**config.mk**
```make
export PLATFORM = sky130hd
export DESIGN_NAME = pitch_seq_unit_tx_flat
export DESIGN_NICKNAME = d
export VERILOG_FILES = /design/src/rtl/pitch_seq_unit_tx_if.sv /design/src/rtl/pitch_seq_unit_tx.sv /design/src/flat_wrapper.sv
export SDC_FILE = /design/constraint.sdc
export NUM_CORES = 1
export LEC_CHECK = 0
export BUFFER_PORTS_ARGS = -buffer_cell sky130_fd_sc_hd__buf_2
export CORE_MARGIN = 5
export CORE_UTILIZATION = 40
export DETAILED_ROUTE_END_ITERATION = 8
export GPL_TIMING_DRIVEN = 0
export MAX_ROUTING_LAYER = met4
export PLACE_DENSITY_LB_ADDON = 0.12
export SKIP_LAST_GASP = 1
export SYNTH_ARGS = -nofsm -noshare
export SYNTH_HDL_FRONTEND = slang
export SYNTH_SLANG_ARGS = --single-unit
export TNS_END_PERCENT = 50
```
**constraint.sdc**
```tcl
create_clock -name Clk40 -period 2.39 [get_ports Clk40]
set_input_delay 0.239 -clock Clk40 [delete_from_list [all_inputs] [get_ports Clk40]]
set_output_delay 0.239 -clock Clk40 [all_outputs]
set_load 0.01 [all_outputs]
```
**src/rtl/pitch_seq_unit_tx_if.sv**
```systemverilog
// Command and output-stream bundle for pitch_seq_unit_tx.
//
// Handshake rule for both channels: a transfer happens on a rising clock edge
// where the producer's valid and the consumer's ready are both high. A producer
// holds valid and payload steady until that edge; ready may move freely and is
// never a precondition for asserting valid.
//   command channel : in_cmd_valid / out_cmd_ready   (upstream -> block)
//   stream channel  : out_data_valid / in_ready_for_udp_output (block -> UDP)
// out_error is a bare one-cycle pulse with no handshake.
interface pitch_seq_unit_tx_if;
  logic        in_cmd_valid;
  logic        out_cmd_ready;
  logic [7:0]  in_cmd_type;
  logic [7:0]  in_unit;
  logic [31:0] in_seconds_u32;
  logic [31:0] in_time_offset_u32;
  logic [63:0] in_order_id_u64;

  logic [63:0] out_bytes;
  logic [7:0]  out_byte_enables;
  logic        out_data_valid;
  logic        in_ready_for_udp_output;
  logic        out_error;

  // Upstream command source and downstream UDP sink.
  modport master (
    output in_cmd_valid, in_cmd_type, in_unit, in_seconds_u32,
           in_time_offset_u32, in_order_id_u64, in_ready_for_udp_output,
    input  out_cmd_ready, out_bytes, out_byte_enables, out_data_valid,
           out_error
  );

  // The encoder itself.
  modport slave (
    input  in_cmd_valid, in_cmd_type, in_unit, in_seconds_u32,
           in_time_offset_u32, in_order_id_u64, in_ready_for_udp_output,
    output out_cmd_ready, out_bytes, out_byte_enables, out_data_valid,
           out_error
  );
endinterface

```
**src/rtl/pitch_seq_unit_tx.sv**
```systemverilog
// pitch_seq_unit_tx: encodes one command into one PITCH Sequenced Unit
// (8-byte header + one Time or Delete Order message), streamed as 64-bit
// words with byte 0 in [63:56]. All multi-byte fields are little-endian.
//
// Optional feature: define PITCH_TX_DEBUG_EN to add a per-packet debug word
// port (out_debug_valid / out_debug_element / in_ready_for_debug).
//
// seq_load / seq_load_value preset the sequence counter while idle, so the
// wrap at 0xFFFFFFFF can be reached without sending four billion packets.
// fsm_state exposes the packet state (0 IDLE, 1 HDR, 2 W1, 3 W2).
module pitch_seq_unit_tx (
  input  logic        Clk40,
  input  logic        reset,
  pitch_seq_unit_tx_if.slave bus,
  input  logic        seq_load,
  input  logic [31:0] seq_load_value,
  output logic [1:0]  fsm_state
`ifdef PITCH_TX_DEBUG_EN
  ,
  output logic        out_debug_valid,
  output logic [63:0] out_debug_element,
  input  logic        in_ready_for_debug
`endif
);

  localparam logic [7:0]  TYPE_TIME   = 8'h20;
  localparam logic [7:0]  TYPE_DELETE = 8'h29;
  localparam logic [15:0] LEN_TIME    = 16'd14;
  localparam logic [15:0] LEN_DELETE  = 16'd22;

  typedef enum logic [1:0] {
    IDLE = 2'd0,
    HDR  = 2'd1,
    W1   = 2'd2,
    W2   = 2'd3
  } state_t;

  state_t      state_q;
  state_t      state_d;

  // Command fields frozen at accept so later input changes cannot leak in.
  logic [7:0]  type_q;
  logic [7:0]  unit_q;
  logic [31:0] seconds_q;
  logic [31:0] offset_q;
  logic [63:0] order_id_q;

  logic [31:0] seq_q;
  logic        error_q;

  logic        cmd_ready;
  logic        accept;
  logic        type_ok;
  logic        data_valid;
  logic        xfer;
  logic        last_xfer;
  logic [15:0] pkt_len;
  logic [63:0] word;
  logic [7:0]  enables;

  assign type_ok = (bus.in_cmd_type == TYPE_TIME) ||
                   (bus.in_cmd_type == TYPE_DELETE);
  assign pkt_len = (type_q == TYPE_DELETE) ? LEN_DELETE : LEN_TIME;

  // Next-state and handshake decode. Reset gates both ready and valid so the
  // block shows nothing while reset is held.
  always_comb begin
    state_d    = state_q;
    cmd_ready  = 1'b0;
    accept     = 1'b0;
    data_valid = 1'b0;
    xfer       = 1'b0;
    last_xfer  = 1'b0;
    case (state_q)
      IDLE: begin
        cmd_ready = !reset;
        accept    = bus.in_cmd_valid && cmd_ready;
        if (accept && type_ok) begin
          state_d = HDR;
        end
      end
      HDR: begin
        data_valid = !reset;
        xfer       = data_valid && bus.in_ready_for_udp_output;
        if (xfer) begin
          state_d = W1;
        end
      end
      W1: begin
        data_valid = !reset;
        xfer       = data_valid && bus.in_ready_for_udp_output;
        if (xfer) begin
          if (type_q == TYPE_DELETE) begin
            state_d = W2;
          end else begin
            state_d   = IDLE;
            last_xfer = 1'b1;
          end
        end
      end
      W2: begin
        data_valid = !reset;
        xfer       = data_valid && bus.in_ready_for_udp_output;
        if (xfer) begin
          state_d   = IDLE;
          last_xfer = 1'b1;
        end
      end
      default: state_d = IDLE;
    endcase
  end

  // Word formatter: pure function of state and frozen fields, so the word is
  // naturally stable while downstream stalls, and zero whenever not valid.
  always_comb begin
    word    = 64'h0;
    enables = 8'h00;
    if (data_valid) begin
      case (state_q)
        HDR: begin
          word    = {pkt_len[7:0], pkt_len[15:8], 8'h01, unit_q,
                     seq_q[7:0], seq_q[15:8], seq_q[23:16], seq_q[31:24]};
          enables = 8'hFF;
        end
        W1: begin
          if (type_q == TYPE_DELETE) begin
            word    = {8'h0E, TYPE_DELETE,
                       offset_q[7:0], offset_q[15:8],
                       offset_q[23:16], offset_q[31:24],
                       order_id_q[7:0], order_id_q[15:8]};
            enables = 8'hFF;
          end else begin
            word    = {8'h06, TYPE_TIME,
                       seconds_q[7:0], seconds_q[15:8],
                       seconds_q[23:16], seconds_q[31:24],
                       16'h0000};
            enables = 8'hFC;
          end
        end
        W2: begin
          word    = {order_id_q[23:16], order_id_q[31:24],
                     order_id_q[39:32], order_id_q[47:40],
                     order_id_q[55:48], order_id_q[63:56],
                     16'h0000};
          enables = 8'hFC;
        end
        default: begin
          word    = 64'h0;
          enables = 8'h00;
        end
      endcase
    end
  end

  // State register; reset abandons any packet in flight.
  always_ff @(posedge Clk40) begin
    if (reset) begin
      state_q <= IDLE;
    end else begin
      state_q <= state_d;
    end
  end

  // Capture the command payload on every accept.
  always_ff @(posedge Clk40) begin
    if (reset) begin
      type_q     <= 8'h00;
      unit_q     <= 8'h00;
      seconds_q  <= 32'h0;
      offset_q   <= 32'h0;
      order_id_q <= 64'h0;
    end else if (accept) begin
      type_q     <= bus.in_cmd_type;
      unit_q     <= bus.in_unit;
      seconds_q  <= bus.in_seconds_u32;
      offset_q   <= bus.in_time_offset_u32;
      order_id_q <= bus.in_order_id_u64;
    end
  end

  // Sequence counter: advances once per completed packet and skips 0 on wrap.
  always_ff @(posedge Clk40) begin
    if (reset) begin
      seq_q <= 32'd1;
    end else if (last_xfer) begin
      seq_q <= (seq_q == 32'hFFFF_FFFF) ? 32'd1 : seq_q + 32'd1;
    end else if (seq_load && (state_q == IDLE)) begin
      seq_q <= seq_load_value;
    end
  end

  // One-cycle error pulse for a command of unsupported type.
  always_ff @(posedge Clk40) begin
    if (reset) begin
      error_q <= 1'b0;
    end else begin
      error_q <= accept && !type_ok;
    end
  end

  assign bus.out_cmd_ready    = cmd_ready;
  assign bus.out_data_valid   = data_valid;
  assign bus.out_bytes        = word;
  assign bus.out_byte_enables = enables;
  assign bus.out_error        = error_q && !reset;
  assign fsm_state            = state_q;

`ifdef PITCH_TX_DEBUG_EN
  logic        dbg_valid_q;
  logic [63:0] dbg_elem_q;

  // Debug word per completed packet; a newer completion replaces a pending one.
  always_ff @(posedge Clk40) begin
    if (reset) begin
      dbg_valid_q <= 1'b0;
      dbg_elem_q  <= 64'h0;
    end else if (last_xfer) begin
      dbg_valid_q <= 1'b1;
      dbg_elem_q  <= {seq_q, 8'h00, type_q, pkt_len};
    end else if (dbg_valid_q && in_ready_for_debug) begin
      dbg_valid_q <= 1'b0;
    end
  end

  assign out_debug_valid   = dbg_valid_q;
  assign out_debug_element = dbg_elem_q;
`else
  // No debug capture in this build.
`endif

endmodule

```
**src/flat_wrapper.sv**
```systemverilog
// flat-port wrapper written by rule: the top's interface ports become plain ports
module pitch_seq_unit_tx_flat 
  (Clk40, reset, seq_load, seq_load_value, fsm_state, bus_in_cmd_valid, bus_in_cmd_type, bus_in_unit, bus_in_seconds_u32, bus_in_time_offset_u32, bus_in_order_id_u64, bus_in_ready_for_udp_output, bus_out_cmd_ready, bus_out_bytes, bus_out_byte_enables, bus_out_data_valid, bus_out_error);
  pitch_seq_unit_tx_if bus_i ();
  input  logic Clk40;
  input  logic reset;
  input  logic seq_load;
  input  logic [31:0] seq_load_value;
  output logic [1:0] fsm_state;
  input wire logic [$bits(bus_i.in_cmd_valid)-1:0] bus_in_cmd_valid;
  input wire logic [$bits(bus_i.in_cmd_type)-1:0] bus_in_cmd_type;
  input wire logic [$bits(bus_i.in_unit)-1:0] bus_in_unit;
  input wire logic [$bits(bus_i.in_seconds_u32)-1:0] bus_in_seconds_u32;
  input wire logic [$bits(bus_i.in_time_offset_u32)-1:0] bus_in_time_offset_u32;
  input wire logic [$bits(bus_i.in_order_id_u64)-1:0] bus_in_order_id_u64;
  input wire logic [$bits(bus_i.in_ready_for_udp_output)-1:0] bus_in_ready_for_udp_output;
  output wire logic [$bits(bus_i.out_cmd_ready)-1:0] bus_out_cmd_ready;
  output wire logic [$bits(bus_i.out_bytes)-1:0] bus_out_bytes;
  output wire logic [$bits(bus_i.out_byte_enables)-1:0] bus_out_byte_enables;
  output wire logic [$bits(bus_i.out_data_valid)-1:0] bus_out_data_valid;
  output wire logic [$bits(bus_i.out_error)-1:0] bus_out_error;
  assign bus_i.in_cmd_valid = bus_in_cmd_valid;
  assign bus_i.in_cmd_type = bus_in_cmd_type;
  assign bus_i.in_unit = bus_in_unit;
  assign bus_i.in_seconds_u32 = bus_in_seconds_u32;
  assign bus_i.in_time_offset_u32 = bus_in_time_offset_u32;
  assign bus_i.in_order_id_u64 = bus_in_order_id_u64;
  assign bus_i.in_ready_for_udp_output = bus_in_ready_for_udp_output;
  assign bus_out_cmd_ready = bus_i.out_cmd_ready;
  assign bus_out_bytes = bus_i.out_bytes;
  assign bus_out_byte_enables = bus_i.out_byte_enables;
  assign bus_out_data_valid = bus_i.out_data_valid;
  assign bus_out_error = bus_i.out_error;
  pitch_seq_unit_tx u_core (.Clk40(Clk40), .reset(reset), .bus(bus_i), .seq_load(seq_load), .seq_load_value(seq_load_value), .fsm_state(fsm_state));
endmodule
```
# [Word level (Yosys, flattened, before mapping)]
# Cells that the tools add are included.
[totals] in_bits=181 ff_bits=179
[op_classes] add_sub_neg=1 n_reduce_logical=13 eq_ne=11 n_mux=23
[ops] op="64-bit case mux with 3 select lines" count=1
[ops] op="32-bit two-way mux" count=3
[ops] op="64-bit two-way mux" count=1
[ops] op="60-bit two-way mux" count=1
[ops] op="32-bit by 1-bit adder with 32-bit output (second input constant)" count=1
[ops] op="32-bit equality test (second input constant)" count=1
[ops] op="8-bit by 6-bit equality test with 1-bit output (second input constant)" count=3
[ops] op="8-bit case mux with 3 select lines" count=1
[ops] op="2-bit two-way mux" count=6
[ops] op="8-bit two-way mux" count=1
[ops] op="2-bit by 1-bit inequality test with 1-bit output (second input constant)" count=4
[ops] op="2-bit case mux with 4 select lines" count=1
[ops] op="1-bit logical AND" count=6
[ops] op="1-bit two-way mux" count=6
[ops] op="5-bit two-way mux" count=1
[ops] op="2-bit equality test (second input constant)" count=2
[ops] op="4-bit AND reduction" count=1
[ops] op="3-bit OR reduction" count=1
[ops] op="2-bit by 1-bit equality test with 1-bit output (second input constant)" count=1
[ops] op="1-bit zero test" count=2
[ops] op="2-bit zero test" count=1
[ops] op="1-bit case mux with 2 select lines" count=1
[ops] op="2-bit nonzero test" count=1
[ops] op="1-bit logical OR" count=1

# [Depth between registers and ports, before layout]
# Gate-level depths: netlist (run 1).
[depth] word_depth=5 ltp_mapped=9 ltp_nobuf=6

# [Worst setup path before layout (run 1)]
# No wires, ideal clock.
[synth_path] path_type="flip-flop to output port" start="reg u_core.type_q[7]" end="out bus_out_bytes[14]" arrival_time_ns=2.051 path_buffers=2 required_time_ns=2.151 path_slack_ns=0.100 stages_incl_launch_ff=8 cell_sequence="dfxtp_1 > nor4b_1 > nand2_1 > buf_2 > nor2_1 > clkbuf_1 > nand3_1 > a21oi_1"
[synth_between] elab_chain_len=4
[synth_rtl] element="start, declared" line="pitch_seq_unit_tx.sv:42" text="logic [7:0] type_q;"
[synth_rtl] element="start signal, assigned" line="pitch_seq_unit_tx.sv:173" text="type_q <= bus.in_cmd_type;"
[synth_rtl] element="8-bit by 6-bit equality test with 1-bit output" line="pitch_seq_unit_tx.sv:126" text="if (type_q == TYPE_DELETE) begin"
[synth_rtl] element="60-bit two-way mux" line="pitch_seq_unit_tx.sv:126"
[synth_rtl] element="64-bit case mux with 3 select lines" line="pitch_seq_unit_tx.sv:119" text="case (state_q)"
[synth_rtl] element="64-bit two-way mux" line="pitch_seq_unit_tx.sv:118" text="if (data_valid) begin"
[synth_rtl] element="end, declared" line="flat_wrapper.sv:18" text="output wire logic [$bits(bus_i.out_bytes)-1:0] bus_out_bytes;"
# Every way passes these cells.

# [Final worst setup path (run 1)]
[layout_path] start="reg u_core.type_q[1]" end="out bus_out_bytes[26]"
# Same word-level chain as after synthesis.

==> impl_results.md, run 1 <==
* Slew Limit Fails at 0
* CTS tree: built
* Pin count of the biggest net entering global routing at 20
* Final net count at 1,780
* Ys async rst share at 0
* RSZ-0062 raised after global routing: true
* Input/output buffers at 256
* Final critical-path required period at 2.60 ns
* Io pins at 258
* Vias at 10,200
* Power Density at 562 nW/um2
* Skew final at 0.0152 ns
* Post-synth EDFFs at 0
* Die Ht at 159 um
* CTS clk-pin slew, worst paths at 0.08 ns
* GRT Total Usage at 0.282
* HPWL Detailed at 26,300 um
* Drt drc at 0
* R2r worst-path depth at 8
* Rows at 54
* Top_reg_cell synth: dfxtp_1
* Worst reg-to-reg setup slack at 0.04 ns
* Critical Path Fanout Max at 10
* Post-route setup slack at -0.207 ns
* DIE AREA at 25,200 um2
* First-pass GRT wire length at 55,900 um
* VDD IR max at 0.356 mV
* Core Footprint at 21,800 um2
* Placer congestion estimate at 0.923
* Post-route ant nets at 0
* Yosys reg bits at 179
* Worst EP required at 2.15 ns
* Vias in the first global route at 10,200
* Initial drt markers at 675
* Failing checks: negative hold slack, negative setup slack
* Crit. Startpoint: u_core.type_q[1]$_SDFFE_PP0P_
* Longest Clk Path Bufs at 2
* Worst Hold Path EP: u_core.order_id_q[38]$_SDFFE_PP0P_
* Sequential-to-total area share from yosys stat at 0.404
* Hold Vio Cnt, Final at 1
* Critical path arrival at 2.36 ns
* CP Launch Type: flop
* Overflow after GRT at 0
* RR Startpoint: u_core.fsm_state[1]$_SDFFE_PP0P_
* Area growth from synthesis to layout at 40.5%
* Endpoint type of the worst setup path: primary output
* Clk_lat worst skew at 0.45 ns
* Max Cap Viol at 0
* DP Area at 10,500 um2
* Number of antenna violations at the first check in global routing at 5
* Outcome: complete, but fails checks
* Root Driver: clkbuf_16
* Hold Path Depth at 3
* Setup violators final at 49
* Pre-antenna DRT Iters at 5
* Static leakage power at 5.07 nW
* Worst Hold Class: in2reg
* Synthesized area per cell at 7.27 um2
* Fraction of layout cells with a size suffix above 1 at 0.276
* CTS buffer count at 17
* DR WL/cell at 19.0 um
* Via-to-Cell Ratio at 5.38
* Initial Util at 0.406
* Die W at 159 um
* Relative slew slack at 0.415
* Post-route insts no fill at 1,895
* Ys Warns at 0
* Syn Inst Count at 1,220
* Worst Setup Path Type: reg2out
* Mapped Area at 8860 um2
* Drt total wl at 36,000 um
* Final period util at 1.09
* Worst-case hold slack at -0.00284 ns
* Clk sinks at 179
* Mapped Nets at 1,402
* H-tree Lvls at 4
* FF-to-FF End: u_core.type_q[3]$_SDFFE_PP0P_
* Fin Setup TNS at -4.78 ns
* Fin util at 0.571
* Placed Cells at 1,756
* Design Area, Final at 12,500 um2
* Fmax at 385 MHz
* Hold_sp: bus_in_order_id_u64[38]
* Yosys cell types at 63
* Worst-Margin Slew at 0.873 ns
[through the flow]
| step | setup slack, ns | power (W) |
|---|---|---|
| 2_1_floorplan | 0.100 | 0.00373 |
| 6_report | -0.207 | 0.00700 |
| 5_1_grt | -0.275 | 0.00728 |
| 4_1_cts | -0.173 | 0.00700 |
| 3_3_place_gp | -0.890 | 0.00407 |
| 3_5_place_dp | -0.866 | 0.00408 |
[cell usage after synthesis, drive strengths merged, types with 4 or more instances]
master	instances	share of area
mux2	25	0.032
nand4	12	0.0085
a21oi	54	0.031
nor2	49	0.021
a31oi	20	0.014
or4	7	0.0064
buf	25	0.015
nand2	369	0.16
xnor2	7	0.0069
a211oi	9	0.0076
nand2b	24	0.017
nor3	12	0.0068
o21ai	166	0.094
clkbuf	85	0.036
inv	7	0.0030
and3	4	0.0028
nand3b	8	0.0068
nor2b	11	0.0078
nand3	40	0.024
a221oi	4	0.0040
dfxtp	179	0.40
mux2i	9	0.010
nor4	8	0.0064
o211ai	31	0.026
[cell type report]
cell class	count	area (um2)
clock inverters	14	163
multi-input cells	923	5000
well taps	280	350
flip-flops and latches	179	3600
fillers	2156	9370
repair buffers	363	2290
clock buffers	17	425
diodes	5	12.5
plain buffers	106	579
inverters	8	30.0
[critical path: stages, from the launching register on]
cell and delay, ns:
dfxtp_1 0.35, nor4b_4 0.32, nand2_2 0.15, clkbuf_16 0.20, mux2_2 0.28, o211ai_1 0.31, a21oi_1 0.14, buf_2 0.17
[report_power, final]
part	leakage (nW)	total [W]	switching (W)	internal, W
Clock	0.286	0.00284	0.00144	0.00140
Combinational	3.30	0.000835	0.000436	0.000398
Sequential	1.48	0.00333	0.000142	0.00319
Total	5.07	0.00700	0.00202	0.00499
[flip-flops by register name, indices dropped and copies added, names as in the netlist]
| signal | flops |
|---|---|
| u_core.fsm_state | 2 |
| u_core.type_q | 8 |
| u_core.seconds_q | 32 |
| u_core.seq_q | 32 |
| u_core.unit_q | 8 |
| u_core.error_q | 1 |
| u_core.offset_q | 32 |
| u_core.order_id_q | 64 |
[placed cells by master, fill, tap and decap left out, types with 36 or more instances in the layout]
cell,netlist,routed
buf_4,7,37
nand2_1,369,367
dlygate4sd3_1,0,81
o21ai_0,166,165
buf_2,10,266
nor2_1,48,46
a21oi_1,53,42
clkbuf_1,83,48
nand3_1,39,36
dfxtp_1,179,168
[metal layers]
layer,track usage,share of wire
met1,0.356,0.42
met3,0.0555,0.070
met2,0.453,0.48
met4,0.100,0.028
met5,-,0
[how the worst max path moves through the flow]
stage | slack (ns) | cells after the start | to
after floorplan | 0.10 | 7 | bus_out_bytes[14]
after global routing | -0.28 | 7 | bus_out_bytes[26]
after detailed placement | -0.87 | 9 | u_core.offset_q[3]$_SDFFE_PP0P_
after global placement | -0.89 | 9 | u_core.offset_q[3]$_SDFFE_PP0P_
final | -0.21 | 7 | bus_out_bytes[26]
after CTS | -0.17 | 7 | bus_out_bytes[26]
[cell families (layout without fill, tap and decap cells)]
family	count (synthesis)	count (layout)	share of synthesized area
AND/OR/NAND/NOR	564	564	0.282
XOR/XNOR	8	8	0.00791
AO/OA/AOI/OAI	316	316	0.207
adder cells (fa/ha/maj)	1	1	0.00141
flip-flops	179	179	0.404
buffers and inverters	118	508	0.0546
multiplexers	34	34	0.0419
other	0	5	0
[timing repair]
item | in CTS | in global routing
gates resized for setup | 72 | 71
buffers inserted | 6 | 21
pin swaps | 9 | 16
hold endpoints to repair | 81 | 0
hold buffers | 81 | 0
endpoints found under the setup margin | 234 | 204
(Power assumes the default switching activity.)
==> inputs of run 2 (changes only) <==
Settings changed: ABC_AREA set to 1.
==> impl_results.md, run 2 <==
* Initial Util at 0.406 (-0.000516)
* Io pins at 258 (unchanged)
* Longest Clk Path Bufs at 2 (unchanged)
* GRT Total Usage at 0.259 (-0.0236)
* CTS tree: built
* Sequential-to-total area share from yosys stat at 0.405 (+0.000514)
* Worst EP required at 2.15 ns (about the same)
* H-tree Lvls at 4 (unchanged)
* Mapped Nets at 1,508 (+7.6%)
* Largest Register: u_core.order_id_q
* Vias in the first global route at 9,563 (-6.1%)
* Die Ht at 159 um (about the same)
* Fraction of layout cells with a size suffix above 1 at 0.249 (-0.0273)
* Commonest cells after routing, fill and taps aside: 424 x nand2_1, 286 x buf_2, 177 x dfxtp_1
* Core Footprint at 21,800 um2 (unchanged)
* Worst-Margin Slew at 0.614 ns (-0.259 ns)
* Post-synth EDFFs at 0 (unchanged)
* Drt total wl at 33,200 um (-7.9%)
* Final critical-path required period at 2.33 ns (-0.267 ns)
* RSZ-0062 raised after global routing: true
* Drt drc at 0 (unchanged)
* CTS clk-pin slew, worst paths at 0.08 ns (about the same)
* Critical path arrival at 2.09 ns (-0.27 ns)
* Relative slew slack at 0.590 (+0.175)
* Ys Warns at 0 (unchanged)
* Synth top area cells: dfxtp_1 40%, nand2_1 18%, nand3_1 7.8%
* Yosys reg bits at 179 (unchanged)
* Die W at 159 um (about the same)
* Mapped Area at 8850 um2 (-0.13%)
* HPWL Detailed at 25,400 um (-3.2%)
* Top_reg_cell synth: dfxtp_1
* Endpoint type of the worst setup path: primary output
* Fin util at 0.540 (-0.0304)
* Pin count of the biggest net entering global routing at 20 (unchanged)
* Area growth from synthesis to layout at 33.2%
* Slew Limit Fails at 0 (unchanged)
* Max Cap Viol at 0 (unchanged)
* Overflow after GRT at 0 (unchanged)
* Initial drt markers at 666 (-1.3%)
* Worst Hold Class: in2reg
* VDD IR max at 0.339 mV (-4.7%)
* Final period util at 0.975 (-0.112)
* Vias at 9,880 (-3.0%)
* Number of antenna violations at the first check in global routing at 3 (-2)
* Worst Setup Path Type: reg2out
* Post-route ant nets at 0 (unchanged)
* Top-count cell post-synth: nand2_1
* DR WL/cell at 17.0 um (-11%)
* Fmax at 429 MHz (+11%)
* Syn Inst Count at 1,326 (+8.7%)
* CP Launch Type: flop
* Input/output buffers at 257 (+0.39%)
* Rows at 54 (unchanged)
* Max reg flops at 64 (unchanged)
* Skew final at 0.0143 ns (-0.000916 ns)
* DIE AREA at 25,200 um2 (-0.12%)
* Commonest non-fill, non-tap cell in the layout: nand2_1
* Ys async rst share at 0 (unchanged)
* Worst-case hold slack at 0.00147 ns (+0.00431 ns)
* Most frequent cells after synthesis: 424 x nand2_1, 179 x dfxtp_1, 138 x nand3_1
* Pre-antenna DRT Iters at 7 (+2)
* Placer congestion estimate at 0.945 (+2.3%)
* Clk sinks at 179 (unchanged)
* Outcome: complete, no violations
* Power Density at 601 nW/um2 (+6.9%)
* Critical Path Fanout Max at 10 (unchanged)
* Synthesized area per cell at 6.68 um2 (-8.1%)
* First-pass GRT wire length at 51,200 um (-8.6%)
* Yosys top cell by area: dfxtp_1
* Hold Vio Cnt, Final at 0 (-1)
* Setup violators final at 0 (-100%)
* Via-to-Cell Ratio at 5.05 (-6.1%)
* Clk_lat worst skew at 0.45 ns (about the same)
* Post-synth top area share at 0.405 (+0.000514)
* CTS buffer count at 17 (unchanged)
* Yosys cell types at 33 (-48%)
* Static leakage power at 5.48 nW (+8.0%)
* Root Driver: clkbuf_16
* Final net count at 1,843 (+3.5%)
run 2: worst paths after layout:
kind                                       from                                  to  slack, ns  depth (start not counted)
max            u_core.fsm_state[1]$_SDFFE_PP0P_                   bus_out_bytes[10]       0.06                          7
min                  bus_in_time_offset_u32[17]    u_core.offset_q[17]$_SDFFE_PP0P_      0.001                          3
max reg2reg       u_core.type_q[5]$_SDFFE_PP0P_       u_core.seq_q[11]$_SDFFE_PP0P_       0.43                          8
min reg2reg  u_core.order_id_q[32]$_SDFFE_PP0P_  u_core.order_id_q[32]$_SDFFE_PP0P_       0.46                          2
run 2: worst max-delay path, stage by stage (launching register included):
cell and delay [ns]:
dfxtp_4 0.40, inv_1 0.13, nor2_2 0.16, buf_4 0.20
buf_2 0.23, nand3_1 0.10, a21oi_1 0.23, buf_2 0.18
run 2: metal layers:
layer	global-route usage	part of all wire
met1	0.334	0.44
met2	0.414	0.47
met3	0.0347	0.054
met4	0.0962	0.034
met5	-	0
run 2: cell type report:
type | instances | area [um2]
antenna | 3 | 7.51
buffer | 93 | 477
clock buffer | 18 | 439
clock inverter | 14 | 160
fill | 2237 | 10000
inverter | 89 | 337
multi-input combinational | 966 | 4570
sequential | 179 | 3590
tap | 280 | 350
timing repair buffer | 315 | 1860
run 2: repair_timing:
item | in CTS | in global routing
buffers inserted | 0 | 2
cloned | 0 | 1
hold buffers | 56 | 0
pin swaps | 0 | 2
hold endpoints to repair | 56 | 0
endpoints found under the setup margin | 56 | 47
resized for setup | 33 | 20
run 2: per-stage QoR:
| stage | cells | power (W) | area, um2 | setup slack (ns) | setup TNS (ns) |
|---|---|---|---|---|---|
| 3_5_place_dp | 1863 | 0.00421 | 10500 | -0.0294 | -0.0294 |
| 5_1_grt | 1957 | 0.00740 | 11800 | -0.0188 | -0.0436 |
| 3_3_place_gp | 1863 | 0.00420 | 10500 | -0.0216 | -0.0455 |
| 6_report | 1957 | 0.00709 | 11800 | 0.0604 | 0 |
| 4_1_cts | 1951 | 0.00709 | 11700 | 0.00513 | 0 |
| 2_1_floorplan | 1326 | 0.00385 | 8850 | 0.360 | 0 |
run 2: report_power, final:
group	switching [W]	internal, W
combinational	0.000478	0.000367
sequential	0.000164	0.00322
clock	0.00142	0.00144
run 2: kinds of logic after synthesis:
family                     count (synthesis)  synth area share
xor gates and xnor gates                  13            0.0129
and+or+nand+nor                          680             0.322
AOI/OAI and AO/OA                        271             0.171
adders and majority gates                  1           0.00141
DFF                                      179             0.405
buffers and inverters                    182            0.0879
